==> src/rtl/fir_pkg.sv <==
// Shared constants, controller state type and latency helper for the FIR back-end.
package fir_pkg;

   localparam int DATA_WIDTH = 16;
   localparam int Q15_MAX    = 32767;
   localparam int Q15_MIN    = -32768;

   // The 16-tap symmetric filter folds into 8 pre-added pairs ahead of the product tree.
   localparam int FIR_FOLDED_TAPS = 8;

   function automatic int fir_latency(input int n);
      return 7 + $clog2(n / 2);
   endfunction

   typedef enum logic {
      WARMUP = 1'b0,
      RUN    = 1'b1
   } fir_state_e;

endpackage

==> src/rtl/fir_sync_fifo.sv <==
// Show-ahead synchronous FIFO with wrap-bit pointers; the head register keeps the
// last displayed sample on out_data once the FIFO runs empty.
module fir_sync_fifo #(
   parameter int DATA_WIDTH = 16,
   parameter int DEPTH      = 8
) (
   input  logic                    i_clk,
   input  logic                    i_rst_n,
   input  logic                    i_flush,
   input  logic                    i_push,
   input  logic                    i_pop,
   input  logic [DATA_WIDTH-1:0]   i_data,
   output logic [DATA_WIDTH-1:0]   o_data,
   output logic                    o_full,
   output logic                    o_empty,
   output logic [$clog2(DEPTH):0]  o_fill
);

   localparam int AW = $clog2(DEPTH);

   logic [DATA_WIDTH-1:0] r_mem [DEPTH];
   logic [AW:0]           r_wr_ptr;
   logic [AW:0]           r_rd_ptr;
   logic [DATA_WIDTH-1:0] r_hold;
   logic                  w_full;
   logic                  w_empty;
   logic                  w_do_push;
   logic                  w_do_pop;
   logic [DATA_WIDTH-1:0] w_head;

   assign w_empty   = (r_wr_ptr == r_rd_ptr);
   assign w_full    = (r_wr_ptr[AW] != r_rd_ptr[AW]) &&
                      (r_wr_ptr[AW-1:0] == r_rd_ptr[AW-1:0]);
   assign w_do_pop  = i_pop && !i_flush && !w_empty;
   assign w_do_push = i_push && !i_flush && (!w_full || w_do_pop);
   assign w_head    = r_mem[r_rd_ptr[AW-1:0]];

   always_ff @(posedge i_clk or negedge i_rst_n) begin
      if (!i_rst_n) begin
         r_wr_ptr <= '0;
         r_rd_ptr <= '0;
      end else if (i_flush) begin
         r_wr_ptr <= '0;
         r_rd_ptr <= '0;
      end else begin
         if (w_do_push) r_wr_ptr <= r_wr_ptr + 1'b1;
         if (w_do_pop)  r_rd_ptr <= r_rd_ptr + 1'b1;
      end
   end

   always_ff @(posedge i_clk) begin
      if (w_do_push) r_mem[r_wr_ptr[AW-1:0]] <= i_data;
   end

   // Tracks the head every non-empty cycle so an emptied FIFO keeps showing it.
   always_ff @(posedge i_clk or negedge i_rst_n) begin
      if (!i_rst_n)     r_hold <= '0;
      else if (!w_empty) r_hold <= w_head;
   end

   assign o_data  = w_empty ? r_hold : w_head;
   assign o_full  = w_full;
   assign o_empty = w_empty;
   assign o_fill  = r_wr_ptr - r_rd_ptr;

endmodule

==> src/rtl/fir_decim_buffer.sv <==
// Drops FIR pipeline-fill samples, keeps every DECIM-th valid sample and queues it for a
// valid/ready consumer. Optional saturation-rail counter under FIR_DECIM_SATCNT_EN.
module fir_decim_buffer
   import fir_pkg::*;
#(
   parameter int DATA_WIDTH  = fir_pkg::DATA_WIDTH,
   parameter int FIR_LATENCY = fir_latency(FIR_FOLDED_TAPS),
   parameter int DECIM       = 4,
   parameter int DEPTH       = 8
) (
   input  logic                          clk,
   input  logic                          rst_n,
   input  logic                          enable,
   input  logic                          flush,
   input  logic signed [DATA_WIDTH-1:0]  y_in,
   output logic                          out_valid,
   input  logic                          out_ready,
   output logic signed [DATA_WIDTH-1:0]  out_data,
   output logic [$clog2(DEPTH):0]        fill_level,
   output logic                          warm,
   output logic                          overflow
`ifdef FIR_DECIM_SATCNT_EN
   ,output logic [15:0]                  sat_count
`endif
);

   localparam int WCW = $clog2(FIR_LATENCY + 1);
   localparam int DCW = (DECIM > 1) ? $clog2(DECIM) : 1;

   fir_state_e            r_state;
   fir_state_e            w_state_nx;
   logic [WCW-1:0]        r_warm_cnt;
   logic [DCW-1:0]        r_decim_cnt;
   logic                  r_overflow;
   logic                  w_keep;
   logic                  w_pop;
   logic                  w_push;
   logic                  w_full;
   logic                  w_empty;
   logic [DATA_WIDTH-1:0] w_fifo_data;

   always_ff @(posedge clk or negedge rst_n) begin
      if (!rst_n) r_state <= WARMUP;
      else        r_state <= w_state_nx;
   end

   always_comb begin
      w_state_nx = r_state;
      w_keep     = 1'b0;
      case (r_state)
         WARMUP: begin
            if (enable && (r_warm_cnt == WCW'(FIR_LATENCY - 1))) w_state_nx = RUN;
         end
         RUN: begin
            w_keep = enable && (r_decim_cnt == '0);
         end
      endcase
      if (flush) begin
         w_state_nx = WARMUP;
         w_keep     = 1'b0;
      end
   end

   // Counters move only on enabled cycles; warm_cnt parks at 0 once RUN is reached.
   always_ff @(posedge clk or negedge rst_n) begin
      if (!rst_n) begin
         r_warm_cnt  <= '0;
         r_decim_cnt <= '0;
      end else if (flush) begin
         r_warm_cnt  <= '0;
         r_decim_cnt <= '0;
      end else if (enable) begin
         if (r_state == WARMUP) begin
            r_warm_cnt  <= (w_state_nx == RUN) ? '0 : r_warm_cnt + 1'b1;
            r_decim_cnt <= '0;
         end else if (r_decim_cnt == DCW'(DECIM - 1)) begin
            r_decim_cnt <= '0;
         end else begin
            r_decim_cnt <= r_decim_cnt + 1'b1;
         end
      end
   end

   assign w_pop  = !w_empty && out_ready && !flush;
   assign w_push = w_keep && (!w_full || w_pop);

   always_ff @(posedge clk or negedge rst_n) begin
      if (!rst_n)                           r_overflow <= 1'b0;
      else if (flush)                       r_overflow <= 1'b0;
      else if (w_keep && w_full && !w_pop)  r_overflow <= 1'b1;
   end

   fir_sync_fifo #(
      .DATA_WIDTH (DATA_WIDTH),
      .DEPTH      (DEPTH)
   ) u_fifo (
      .i_clk   (clk),
      .i_rst_n (rst_n),
      .i_flush (flush),
      .i_push  (w_push),
      .i_pop   (w_pop),
      .i_data  (y_in),
      .o_data  (w_fifo_data),
      .o_full  (w_full),
      .o_empty (w_empty),
      .o_fill  (fill_level)
   );

   assign out_valid = !w_empty;
   assign out_data  = w_fifo_data;
   assign warm      = (r_state == RUN);
   assign overflow  = r_overflow;

`ifdef FIR_DECIM_SATCNT_EN
   logic [15:0] r_sat_cnt;
   logic        w_is_rail;

   assign w_is_rail = (int'(y_in) == Q15_MAX) || (int'(y_in) == Q15_MIN);

   // Counted at the keep decision, so rail samples lost to overflow still register.
   always_ff @(posedge clk or negedge rst_n) begin
      if (!rst_n)      r_sat_cnt <= '0;
      else if (flush)  r_sat_cnt <= '0;
      else if (w_keep && w_is_rail && (r_sat_cnt != 16'hFFFF))
                       r_sat_cnt <= r_sat_cnt + 1'b1;
   end

   assign sat_count = r_sat_cnt;
`endif

endmodule

==> config.mk <==
export PLATFORM = sky130hd
export DESIGN_NAME = fir_decim_buffer
export DESIGN_NICKNAME = d
export VERILOG_FILES = /design/src/rtl/fir_pkg.sv /design/src/rtl/fir_sync_fifo.sv /design/src/rtl/fir_decim_buffer.sv
export SDC_FILE = /design/constraint.sdc
export NUM_CORES = 1
export LEC_CHECK = 0
export ABC_AREA = 1
export BUFFER_PORTS_ARGS = -buffer_cell sky130_fd_sc_hd__buf_4
export CAP_MARGIN = 20
export CELL_PAD_IN_SITES_DETAIL_PLACEMENT = 1
export CELL_PAD_IN_SITES_GLOBAL_PLACEMENT = 2
export CORE_MARGIN = 2
export CORE_UTILIZATION = 30
export CTS_BUF_LIST = sky130_fd_sc_hd__clkbuf_4
export CTS_CLUSTER_DIAMETER = 50
export DETAILED_ROUTE_END_ITERATION = 16
export GPL_ROUTABILITY_DRIVEN = 0
export PLACE_DENSITY = 0.73
export SLEW_MARGIN = 20
export SYNTH_ARGS = -nofsm -noshare
export SYNTH_HDL_FRONTEND = slang
export SYNTH_SLANG_ARGS = --single-unit
export TNS_END_PERCENT = 50
==> constraint.sdc <==
create_clock -name clk -period 6.3 [get_ports clk]
set_clock_uncertainty 0.1 [all_clocks]
set_input_delay 0.315 -clock clk [delete_from_list [all_inputs] [get_ports clk]]
set_output_delay 0.315 -clock clk [all_outputs]
set_load 0.005 [all_outputs]
After elaboration in Yosys (flattened, before gate mapping):

Memories as Yosys holds them, arrays and structs flattened.
Cells that the tools add are included.

* bits in registers: 32
* bits in writable memories: 128
* memories: 1
* input port bits: 21

* add/sub/neg operators: 5
* eq/ne operators: 6
* reductions and logical operators: 24
* muxes and demuxes: 22

Memory list
* u_fifo.r_mem: depth 8, width 16, rd ports 1, clocked after Yosys merged registers in 0, wr ports 1, RTL line fir_sync_fifo.sv:21 `logic [DATA_WIDTH-1:0] r_mem [DEPTH];`

Operators with widths (number)
* $mux W4: 8
* $mux W16: 1
* $add A4 B1 Y4 const B: 3
* $logic_and A1 B1 Y1: 12
* $mux W1: 9
* $mux W2: 4
* $reduce_bool A2 Y1: 4
* $eq A4 B4 Y1: 1
* $eq A4 B4 Y1 const B: 1
* $logic_not A1 Y1: 4
* $sub A4 B4 Y4: 1
* $eq A3 B3 Y1: 1
* $add A2 B1 Y2 const B: 1
* $eq A2 B2 Y1 const B: 1
* $logic_not A2 Y1: 1
* $logic_or A1 B1 Y1: 2
* $ne A2 B2 Y1 const B: 1
* $reduce_and A2 Y1: 1
* $ne A1 B1 Y1: 1

Depth between registers and ports, before layout:

* depth after elaboration: 10
* depth in mapped cells: 10
* depth with buffers taken out: 8

Cells and area by module:

Synthesis repeated with hierarchy kept, for this count alone.

* cells, all modules: 715
* area, all modules: 7199.4 µm²

Modules (own cells, without submodules)
* fir_sync_fifo: cells each 652, seq. area each 4444.3 µm², area an instance 6680.2 µm², times used 1
* fir_decim_buffer: cells each 63, seq. area each 200.2 µm², area an instance 519.2 µm², times used 1

Worst setup path before layout:

No wires, ideal clock.

* path kind: register -> register
* start: register u_fifo.r_rd_ptr[2]
* end: memory u_fifo.r_mem[0][0] (enable)
* required time: 5812 ps
* clock period less this slack: 2860 ps
* stages on the path, launching flop included: 10
* library setup time: 388 ps
* path buffers: 2
* data arrival time: 2372 ps
* setup slack: 3440 ps
* cells stage by stage: dfrtp_1 > buf_4 > clkinv_1 > buf_2 > ha_1 > nand2_2 > nor2_8 > o211ai_4 > nand3_4 > nor2_1

* cells in the longest elaborated chain, start to end: 10
* elaborated cells between the ends (all ways): 16

RTL lines
* from (decl): RTL line fir_sync_fifo.sv:23 `logic [AW:0] r_rd_ptr;`
* from (signal assigned): RTL line fir_sync_fifo.sv:47 `if (w_do_pop) r_rd_ptr <= r_rd_ptr + 1'b1;`
* $eq A4 B4 Y1: RTL line fir_sync_fifo.sv:31 `assign w_empty = (r_wr_ptr == r_rd_ptr);`
* $logic_not A1 Y1: RTL line fir_sync_fifo.sv:34, fir_decim_buffer.sv:84
* $logic_and A1 B1 Y1 (2 in series): RTL line fir_decim_buffer.sv:84 `assign w_pop = !w_empty && out_ready && !flush;`
* $logic_or A1 B1 Y1 / $logic_and A1 B1 Y1 (equally long branches): RTL line fir_decim_buffer.sv:85, fir_sync_fifo.sv:34
* $logic_and A1 B1 Y1, on equally long branches: RTL line fir_decim_buffer.sv:85, fir_sync_fifo.sv:34
* $logic_and A1 B1 Y1 / $logic_or A1 B1 Y1 (equally long branches): RTL line fir_sync_fifo.sv:35 `assign w_do_push = i_push && !i_flush && (!w_full || w_do_pop);`
* $logic_and A1 B1 Y1 *: RTL line fir_sync_fifo.sv:35
* $mux W1 *: RTL line fir_sync_fifo.sv:52 `if (w_do_push) r_mem[r_wr_ptr[AW-1:0]] <= i_data;`
* $mux W1 (implied by the code) *: RTL line fir_sync_fifo.sv:52
* to (decl): RTL line fir_sync_fifo.sv:21

Mark *: on every way between the ends. The rest lies on a longest branch, timed or not.

Worst setup path after layout:

* start: register u_fifo.r_rd_ptr[2]
* end: output out_data[10]

* cells in the longest elaborated chain, start to end: 2
* elaborated cells between the ends (all ways): 3

RTL lines
* $mem_v2 Z8 W16 / $eq A4 B4 Y1 (equally long branches)
* $mux W16 *: RTL line fir_sync_fifo.sv:61 `assign o_data = w_empty ? r_hold : w_head;`
* to (decl): RTL line fir_decim_buffer.sv:18 `output logic signed [DATA_WIDTH-1:0] out_data,`

Marks and branches as above.

==> flow_metrics.env <==
export IMPL_clock_root_buffer="clkbuf_4"
export IMPL_dieArea_um2=24300
export IMPL_wl_per_cell_um=17.6
export IMPL_viasPerCell=4.63
export IMPL_outcome="finished clean"
export IMPL_drt_initial_drc_count=334
export IMPL_die_w_um=156
export IMPL_cts_resized_gates=0
export IMPL_slew_headroom_pct=39.8
export IMPL_fmax_mhz=228
export IMPL_avgSynthCellArea_um2=11.1
export IMPL_grt_overflow_total=0
export IMPL_power_leakage_uw=0.00323
export IMPL_grt_usage_pct=15.0
export IMPL_dr_wl_met3_um=531
export IMPL_hp_class="primary input to asynchronous set/reset pin"
export IMPL_post_place_cells=934
export IMPL_routed_wl_um=17400
export IMPL_final_cell_count_no_fill=987
export IMPL_core_um2=22600
export IMPL_final_max_slew_viol_count=0
export IMPL_area_delta_synth_final_pct=15.0
export IMPL_power_frac_clock_pct=29.9
export IMPL_synth_nets=654
export IMPL_drc=0
export IMPL_clock_sinks=160
export IMPL_start_util_pct=30.6
export IMPL_setup_ws_ns=1.92
export IMPL_met2_length_um=8440
export IMPL_period_share_pct=69.6
export IMPL_most_common_layout_cells="nand2_1, edfxtp_1, nand3_1"
export IMPL_switching_share_pct=24.5
export IMPL_finalHoldViolCount=0
export IMPL_internal_power_uw=1530
export IMPL_tritoncts="done"
export IMPL_drive_gt1_share_pct=15.3
export IMPL_yosys_warnings=0
export IMPL_clk_latency_ns=0.57
export IMPL_die_h_um=156
export IMPL_num_vias=4573
export IMPL_nNetsFinal=719
export IMPL_critPathLaunchType="register"
export IMPL_antenna_found_initial=1
export IMPL_core_rowCount=55
export IMPL_maxCapViolations=0
export IMPL_rsz0062_at_grt="false"
export IMPL_io_pin_count=44
export IMPL_tightest_slew_ns=0.899
export IMPL_netlist_instances=623
export IMPL_ant_nets=0
export IMPL_finalSetupViolCount=0
export IMPL_first_pass_iters=4
export IMPL_worstSetupEndpointType="output port"
export IMPL_pre_cts_ws_ns=2.18
export IMPL_crit_type="register to output port"
export IMPL_period_minus_slack_ns=4.38
export IMPL_cp_data_arrival_time_ns=3.97
export IMPL_grt_pass1_vias=4802
export IMPL_highest_layer="met4"
export IMPL_power_density_nw_per_um2=255
export IMPL_clk_path_buf_depth=2
export IMPL_clkTransAtPathRegs_ns=0.14
export IMPL_p_seq_share_pct=59.7
export IMPL_worst_endpoint_required_ns=5.88
export IMPL_grt_max_degree=69
export IMPL_crit_fanout=19
export IMPL_grt_pass1_wl_um=27600
export IMPL_power_switching_uw=499
export IMPL_numCtsBuffers=17
export IMPL_htree_num_levels=4
export IMPL_ys_seq_area_share_pct=67.1
export IMPL_power_frac_comb_pct=10.5
export IMPL_peakVddDrop_v=0.000116
export IMPL_io_buffers=43
export IMPL_fin_tns_setup_ns=0
export IMPL_dpl_hpwl_um=10900
export IMPL_final_common_cell="nand2_1"
export IMPL_synth_distinct_cells=31
export IMPL_wl_met1_um=8170
export IMPL_synth_area_um2=6920
export IMPL_ys_ff_latch=160
==> path summary, 6_finish.rpt <==
kind | depth (start not counted) | slack (ns) | from | end
min reg2reg | 2 | 0.39 | u_fifo.r_hold[4] | u_fifo.r_hold[4]
min | 2 | 0.12 | rst_n | r_warm_cnt[2]
max in group asynchronous | 2 | 5.63 | rst_n | u_fifo.r_rd_ptr[0]
min in group clk | 5 | 0.17 | out_ready | u_fifo.r_rd_ptr[0]
max | 8 | 1.92 | u_fifo.r_rd_ptr[2] | out_data[10]
max reg2reg | 7 | 2.17 | u_fifo.r_rd_ptr[2] | u_fifo.r_mem[5][14]
==> power by group through the flow <==
stage / logic, uW / registers, uW / clock network, uW
2_1_floorplan: 79.6 / 1230 / 0
3_3_place_gp: 203 / 1230 / 0
3_5_place_dp: 209 / 1240 / 0
6_report: 213 / 1210 / 607
5_1_grt: 242 / 1220 / 665
4_1_cts: 219 / 1210 / 628
==> timing repair <==
item,CTS,global route
buffers inserted,0,0
hold endpoints to repair,166,0
hold buffers,20,0
==> stage by stage <==
stage | util [%] | total power, uW | cell area [um^2] | hold WS [ns]
floorplan | - | 1310 | 6920 | -0.0806
global placement | 33.0 | 1440 | 7480 | 0.203
detailed placement | 33.1 | 1450 | 7490 | 0.212
CTS | 35.1 | 2060 | 7960 | 0.105
global route | 35.2 | 2130 | 7960 | 0.121
finish | 35.2 | 2030 | 7960 | 0.123
==> state kept, by name, summed over array words and instances (netlist names) <==
name,flops
overflow,1
warm,1
u_fifo.r_mem,128
u_fifo.r_wr_ptr,4
r_decim_cnt,2
u_fifo.r_hold,16
r_warm_cnt,4
u_fifo.r_rd_ptr,4
==> synthesized netlist by cell type (all sizes together) <==
master / number / area [um^2]
edfxtp: 128 / 3840
nand2: 245 / 956
clkinv: 1 / 3.75
dfrtp: 32 / 801
fa: 1 / 20.0
nand4: 6 / 37.5
o211ai: 1 / 21.3
o21ai: 25 / 125
clkbuf: 4 / 15.0
a21oi: 3 / 15.0
nand3: 64 / 370
xnor2: 1 / 8.76
o22ai: 1 / 6.26
o31ai: 1 / 7.51
xor2: 6 / 52.6
buf: 23 / 183
inv: 26 / 97.6
ha: 9 / 113
nor3: 3 / 30.0
o32ai: 1 / 8.76
nor2: 42 / 206
==> layer usage <==
metal	global-route usage (%)	vias up
li1	-	2225
met1	20.5	2259
met2	24.3	68
met3	2.56	21
met4	5.46	0
met5	0	-
==> final cells by class <==
type,instances,area [um^2]
Fill cell,2478,14700
Sequential cell,160,4650
Multi-Input combinational cell,409,1980
Timing Repair Buffer,73,598
Tap cell,285,357
Clock inverter,15,144
Clock buffer,17,128
Inverter,27,101
Antenna cell,1,2.50
==> cell families after synthesis <==
logic type,share of synthesized area (%)
fa+ha+maj,1.92
xor+xnor,0.886
compound gates,2.66
flops,67.1
buf+inv,4.32
simple gates,23.1
==> worst max-delay path, stage by stage, from the launching register on <==
cell	delay (ns)
dfrtp_1	0.93
clkinv_1	0.85
ha_1	0.68
nand2_2	0.14
nor2_8	0.13
nand2_4	0.17
nand3_1	0.20
nand2_1	0.12
buf_4	0.15
Note: power is estimated with default switching activity, not from simulation.
